### src/rtl/pc_fetch_stage.sv
// IF stage: program counter, next-PC selection with predict-taken branches,
// IF/ID pipeline register with flush/stall, and saturating branch counters.
module pc_fetch_stage #(
    parameter logic [31:0] RESET_PC = 32'h0000_3000,
    parameter int unsigned CNT_W    = 16
) (
    input  logic             clk,
    input  logic             rst,
    input  logic             stall,
    input  logic [1:0]       Branch,
    input  logic             IF_flush,
    input  logic [1:0]       Jump,
    input  logic [31:0]      instr_if,
    input  logic [31:0]      rf_rd1,
    output logic [31:0]      pc_if,
    output logic [31:0]      instr_id,
    output logic [31:0]      pc4_id,
    output logic             valid_id,
    output logic [CNT_W-1:0] br_cnt,
    output logic [CNT_W-1:0] mispred_cnt
);

    logic [31:0]      pc_q, pc_d;
    logic [31:0]      instr_id_q, instr_id_d;
    logic [31:0]      pc4_id_q, pc4_id_d;
    logic             valid_id_q, valid_id_d;
    logic [CNT_W-1:0] br_cnt_q, br_cnt_d;
    logic [CNT_W-1:0] mispred_cnt_q, mispred_cnt_d;

    logic [31:0] pc4_if;
    logic [31:0] bt_if;
    logic        redirect;
    logic        flush;

    always_comb begin
        pc4_if   = pc_q + 32'd4;
        bt_if    = pc4_if + {{14{instr_if[15]}}, instr_if[15:0], 2'b00};
        redirect = (Branch == 2'b10) || (Jump != 2'b00);
        flush    = redirect || IF_flush;

        pc_d          = pc_q;
        instr_id_d    = instr_id_q;
        pc4_id_d      = pc4_id_q;
        valid_id_d    = valid_id_q;
        br_cnt_d      = br_cnt_q;
        mispred_cnt_d = mispred_cnt_q;

        // A stall freezes everything; control re-evaluates once the stall drops.
        if (!stall) begin
            if (Branch == 2'b10)
                pc_d = pc4_id_q;
            else if (Jump == 2'b01)
                pc_d = {pc4_id_q[31:28], instr_id_q[25:0], 2'b00};
            else if (Jump == 2'b10)
                pc_d = rf_rd1;
            else if (Branch == 2'b01)
                pc_d = bt_if;
            else
                pc_d = pc4_if;

            if (flush) begin
                instr_id_d = '0;
                pc4_id_d   = '0;
                valid_id_d = 1'b0;
            end else begin
                instr_id_d = instr_if;
                pc4_id_d   = pc4_if;
                valid_id_d = 1'b1;
            end

            if ((Branch == 2'b01) && !flush && (br_cnt_q != '1))
                br_cnt_d = br_cnt_q + CNT_W'(1);
            if ((Branch == 2'b10) && (mispred_cnt_q != '1))
                mispred_cnt_d = mispred_cnt_q + CNT_W'(1);
        end
    end

    always_ff @(posedge clk or posedge rst) begin
        if (rst) begin
            pc_q          <= RESET_PC;
            instr_id_q    <= '0;
            pc4_id_q      <= '0;
            valid_id_q    <= 1'b0;
            br_cnt_q      <= '0;
            mispred_cnt_q <= '0;
        end else begin
            pc_q          <= pc_d;
            instr_id_q    <= instr_id_d;
            pc4_id_q      <= pc4_id_d;
            valid_id_q    <= valid_id_d;
            br_cnt_q      <= br_cnt_d;
            mispred_cnt_q <= mispred_cnt_d;
        end
    end

    assign pc_if       = pc_q;
    assign instr_id    = instr_id_q;
    assign pc4_id      = pc4_id_q;
    assign valid_id    = valid_id_q;
    assign br_cnt      = br_cnt_q;
    assign mispred_cnt = mispred_cnt_q;

endmodule

### config.mk
export PLATFORM = sky130hd
export DESIGN_NAME = pc_fetch_stage
export DESIGN_NICKNAME = d
export VERILOG_FILES = /design/src/rtl/pc_fetch_stage.sv
export SDC_FILE = /design/constraint.sdc
export NUM_CORES = 1
export LEC_CHECK = 0
export BUFFER_PORTS_ARGS = -buffer_cell sky130_fd_sc_hd__buf_2
export CAP_MARGIN = 10
export CORE_UTILIZATION = 36
export DETAILED_ROUTE_END_ITERATION = 16
export SETUP_SLACK_MARGIN = 0.05
export SLEW_MARGIN = 20
export SYNTH_ARGS = -nofsm -noshare
export SYNTH_HDL_FRONTEND = slang
export SYNTH_SLANG_ARGS = --single-unit
### constraint.sdc
create_clock -name clk -period 6.7 [get_ports clk]
set_clock_uncertainty 0.1 [all_clocks]
set_input_delay 2.01 -clock clk [delete_from_list [all_inputs] [get_ports clk]]
set_output_delay 2.01 -clock clk [all_outputs]
set_load 0.05 [all_outputs]
# ---- Word level (Yosys, flattened, before mapping)
# Cells that the tools add are included.
dict set report totals {
  reg_bits 129
  in_bits 72
  out_inout_bits 129
  word_cells 33
}
dict set report op_classes {
  addsub 4
  eq_ne 6
  n_mux 7
  bitwise 1
  n_reduce_logical 9
}
# operator n
set ops {}
lappend ops {{$mux W32} 6}
lappend ops {{$add A16 B1 Y16 const B} 2}
lappend ops {{$add A32 B3 Y32 const B} 1}
lappend ops {{$add A32 B32 Y32} 1}
lappend ops {{$ne A16 B16 Y1 const B} 2}
lappend ops {{$eq A2 B1 Y1 const B} 2}
lappend ops {{$eq A2 B2 Y1 const B} 2}
lappend ops {{$reduce_and A2 Y1} 2}
lappend ops {{$logic_and A1 B1 Y1} 3}
lappend ops {{$logic_or A1 B1 Y1} 2}
lappend ops {{$reduce_bool A2 Y1} 1}
lappend ops {{$logic_not A1 Y1} 1}
lappend ops {{$mux W1} 1}
lappend ops {{$not A1 Y1} 1}

# ---- Logic depth before layout (Yosys ltp)
dict set report depth {
  ltp_word 7
  ltp_mapped 18
  depth_no_buf 17
}

# ---- Least setup slack after synthesis
# Ideal clock, no wire load.
dict set report synth_path {
  kind {in2reg}
  from {in instr_if[0]}
  to {reg pc_q[28] (netlist: pc_if[28])}
  setup_time_ps 101
  t_arrival_ps 4160
  required_ps 6499
  slack_ps 2340
  path_stages 11
  path_buffers 0
  cell_sequence {ha_1 -> fa_1 -> a21oi_1 -> o211ai_1 -> a31oi_2 -> a21oi_1 -> o221ai_1 -> o21ai_1 -> nor4_1 -> nor4_1 -> nor4_1}
}
dict set report synth_between {
  elab_chain_len 5
}
# item line
set synth_lines {}
lappend synth_lines {{start, declared} 13} ;# input logic [31:0] instr_if,
lappend synth_lines {{$add A32 B32 Y32} 37} ;# bt_if = pc4_if + {{14{instr_if[15]}}, instr_if[15:0], 2'b00};
lappend synth_lines {{$mux W32} 56} ;# else if (Branch == 2'b01)
lappend synth_lines {{$mux W32} 54} ;# else if (Jump == 2'b10)
lappend synth_lines {{$mux W32} 52} ;# else if (Jump == 2'b01)
lappend synth_lines {{$mux W32} 50} ;# if (Branch == 2'b10)
lappend synth_lines {{end signal, assigned} 87} ;# pc_q <= pc_d;
lappend synth_lines {{end, declared} 23} ;# logic [31:0] pc_q, pc_d;
# No other way between the ends.
# A chain may end at the register's enable or synchronous reset.

# ---- Worst setup path after layout
dict set report layout_path {
  from {reg pc_q[2] (netlist: pc_if[2])}
  to {reg pc_q[29] (netlist: pc_if[29])}
}
dict set report layout_between {
  elab_chain_len 6
}
# item line
set layout_lines {}
lappend layout_lines {{$add A32 B3 Y32 (*)} 36} ;# pc4_if = pc_q + 32'd4;
lappend layout_lines {{$add A32 B32 Y32} 37}
lappend layout_lines {{$mux W32 (*)} 56}
lappend layout_lines {{$mux W32 (*)} 54}
lappend layout_lines {{$mux W32 (*)} 52}
lappend layout_lines {{$mux W32 (*)} 50}
# Mark *: on every way between the ends. The rest lies on a longest branch, timed or not.

==> impl_metrics.csv <==
group,metric,value,unit
run_status,status,"completed",
timing,drv_slew,0,
final_layout,seqCellArea,0.003231,mm²
die,core_area,0.02209,mm²
final_layout,antenna_cells,0,
route,vias,7811,
pwr,finalPower,2.882,mW
timing,fmax,0.2176,GHz
synth,syn_area,0.008235,mm²
flow_run,cap_violations,0,
pwr,p_per_area,285.7,mW/mm²
die,initial_utilization,37.27,%
die,rows,54,
critical_path,worstSetupEndpointType,"flop",
pwr,leakage,4.980,nW
synth,yosys_warnings,0,
die,ios,201,
placement,dp_cells,1365,
critical_path,critPathSlowestCell,"dfrtp_1",
synth,ys_seq_area_share,39.23,%
timing,rsz0062_at_grt,"no",
clocking,cts_tree,"built",
synth,avgSynthCellArea,8.894,µm²
critical_path,crit_fanout,8,
timing,fin_crit_sh,68.58,%
placement,placed_area,0.009438,mm²
synth,synth-seq-cells,129,
final_layout,fin_area,0.01009,mm²
final_layout,multi_input_area,0.004642,mm²
timing,maxSlewHeadroom,28.53,%
critical_path,worst_ep_required_time,6.91,ns
timing,final_hold_viol_count,0,
critical_path,arrival,4.80,ns
clocking,cts_hold_buf,0,
timing,period_minus_slack,4.595,ns
final_layout,drive_gt1_share,23.81,%
critical_path,crit_chain,"ha_1 > nand3_1 > or3_1 > inv_1 > nand4_1 > nor2_1 > xor2_1 > ha_1 > a31oi_1 > nand2_1 > a221oi_1 > nand2_1 > a21oi_2 > o21ai_1 > a31oi_1 > mux2i_1 > o311a_1",
global_route,grt_pass1_vias,7442,
synth,async_reset_ff_share,100.0,%
route,firstDrtPassIters,5,
clocking,clk_path_buf_depth,2,
clocking,cts_made_buffers,17,
die,die_w,153.3,µm
global_route,grt-ovfl-total,0,
timing,setup_tns,0,ns
synth,synth_edf_count,0,
route,wl_per_cell,18.98,µm
synth,synth_cells,926,
critical_path,startpoint_type,"flop",
synth,synthesis.nets,1041,
global_route,grt_max_degree,91,
global_route,antenna_found_initial,1,
timing,tightestPinTransition,1.072,ns
synth,synthDistinctLibCells,66,
clocking,cts_root_buffer,"clkbuf_16",
global_route,grt_pass1_wl,41.82,mm
final_layout,final_cells,1397,
clocking,path_clk_slew,0.06,ns
pwr,ir_worst_vdd,0.1563,mV
clocking,cts_setup_buffers,0,
route,antenna_left,0,
placement,gp_congestion,0.8776,
route,drt_iter0_drc,572,
global_route,grt_usage,22.88,%
critical_path,crit_type,"reg2reg",
final_layout,fillers,2149,
die,die_y,153.3,µm
timing,setup_viol,0,
clocking,cts_sinks,129,
clocking,clock_latency,0.42,ns
final_layout,synthToLayoutAreaGrowth,22.52,%
critical_path,slowest_delay,0.52,ns
placement,port_buffers,200,
clocking,htreeDepth,4,
die,die-area,0.02349,mm²
route,via_per_inst,5.591,
route,drc,0,
clocking,post_cts_resized,0,
min_path,min_path_type,"reg2reg",
placement,hpwl,18.75,mm
synth,synth_ff_type,"dfrtp_1",
route,wl,26.52,mm
final_layout,fin_nets,1219,
==> cell usage after synthesis (8+ instances only) <==
cell type	count	share of area (%)
xor2_1	27	2.9
or3_1	11	0.84
a21oi_1	59	3.6
a21o_1	9	0.82
xnor2_1	50	5.3
dfrtp_1	127	39
o211ai_1	12	1.1
nand3_1	42	2.6
and3_1	12	0.91
a211oi_1	19	1.7
nor2_1	62	2.8
o21ai_0	59	3.6
nor3_1	12	0.73
nand2_1	109	5.0
nand4_1	22	1.7
clkbuf_1	37	1.7
ha_1	42	6.4
o31ai_1	8	0.73
inv_1	39	1.8
a22o_1	47	5.0
==> worst max-delay path: cells and delay by family, from the launching register on <==
kind            cells  cell delay [ns]
compound gates      6             1.48
simple gates        6             1.11
buf+inv             1             0.15
xor+xnor            1             0.38
flops               1             0.52
mux                 1             0.10
fa+ha+maj           2             0.62
==> layout by cell type (no fill, tap or decap), drive strengths merged, types with 11 or more instances in the layout <==
master / instances
nor3: 12
a21oi: 60
a22o: 47
nand4: 22
o211ai: 12
nand2: 109
o21ai: 64
dfrtp: 127
nand3: 43
inv: 40
clkbuf: 19
or3: 11
buf: 208
ha: 42
xnor2: 50
xor2: 27
nor2: 65
and3: 16
a211oi: 20
==> flip-flops by register name (all words and copies together), names as in the netlist <==
signal / count
pc4_id: 32
mispred_cnt: 16
br_cnt: 16
instr_id: 32
valid_id: 1
pc_if: 32
==> layer usage <==
| layer | up-vias | routed length, µm | GRT usage, % |
|---|---|---|---|
| met1 | 3803 | 12440 | 31.71 |
| met5 | - | 13 | 0 |
| met3 | 31 | 1549 | 4.536 |
| met2 | 262 | 12050 | 36.01 |
| li1 | 3713 | - | - |
| met4 | 2 | 460 | 6.590 |
==> report_power, final <==
part | total (mW) | switching [mW] | internal (mW)
combinational | 0.906 | 0.619 | 0.287
clock | 1.04 | 0.373 | 0.671
sequential | 0.932 | 0.0885 | 0.844
==> stage by stage <==
stage          worst slack, ns  util [%]  hold WS [ns]
2_1_floorplan            1.152         -        0.5099
3_3_place_gp             1.866     42.72        0.3614
3_5_place_dp             1.828     42.72        0.3608
4_1_cts                  2.152     45.67        0.3769
5_1_grt                  1.904     45.67        0.3863
6_report                 2.105     45.67        0.3815
==> final timing paths <==
kind	startpoint	end	slack, ns	cells after the start
max	pc_if[2]$_DFFE_PP0N_	pc_if[29]$_DFFE_PP0N_	2.11	17
max in group asynchronous	rst	pc4_id[18]$_DFFE_PP0N_	3.72	3
min reg2reg	valid_id$_DFFE_PP0N_	valid_id$_DFFE_PP0N_	0.38	2
max reg2reg	pc_if[2]$_DFFE_PP0N_	pc_if[29]$_DFFE_PP0N_	2.11	17
min in group asynchronous	rst	mispred_cnt[7]$_DFFE_PP0P_	1.67	2
min	valid_id$_DFFE_PP0N_	valid_id$_DFFE_PP0N_	0.38	2
==> logic make-up (layout without fill, tap and decap cells) <==
kind of cell	count (synthesis)	count (layout)	share of synthesized area [%]
fa+ha+maj	43	43	6.624
flops	129	129	39.23
mux	8	8	0.9876
xor+xnor	77	77	8.189
buf+inv	88	279	4.512
simple gates	313	313	18.37
compound gates	268	268	22.09
==> layout make-up <==
class	count	area share, %
multi-input cells	709	46.01
flip-flops and latches	129	32.02
repair buffers	208	10.54
clock buffers	19	4.390
well taps	280	3.472
clock inverters	13	2.071
inverters	39	1.500
Note: power is estimated with default switching activity, not from simulation.
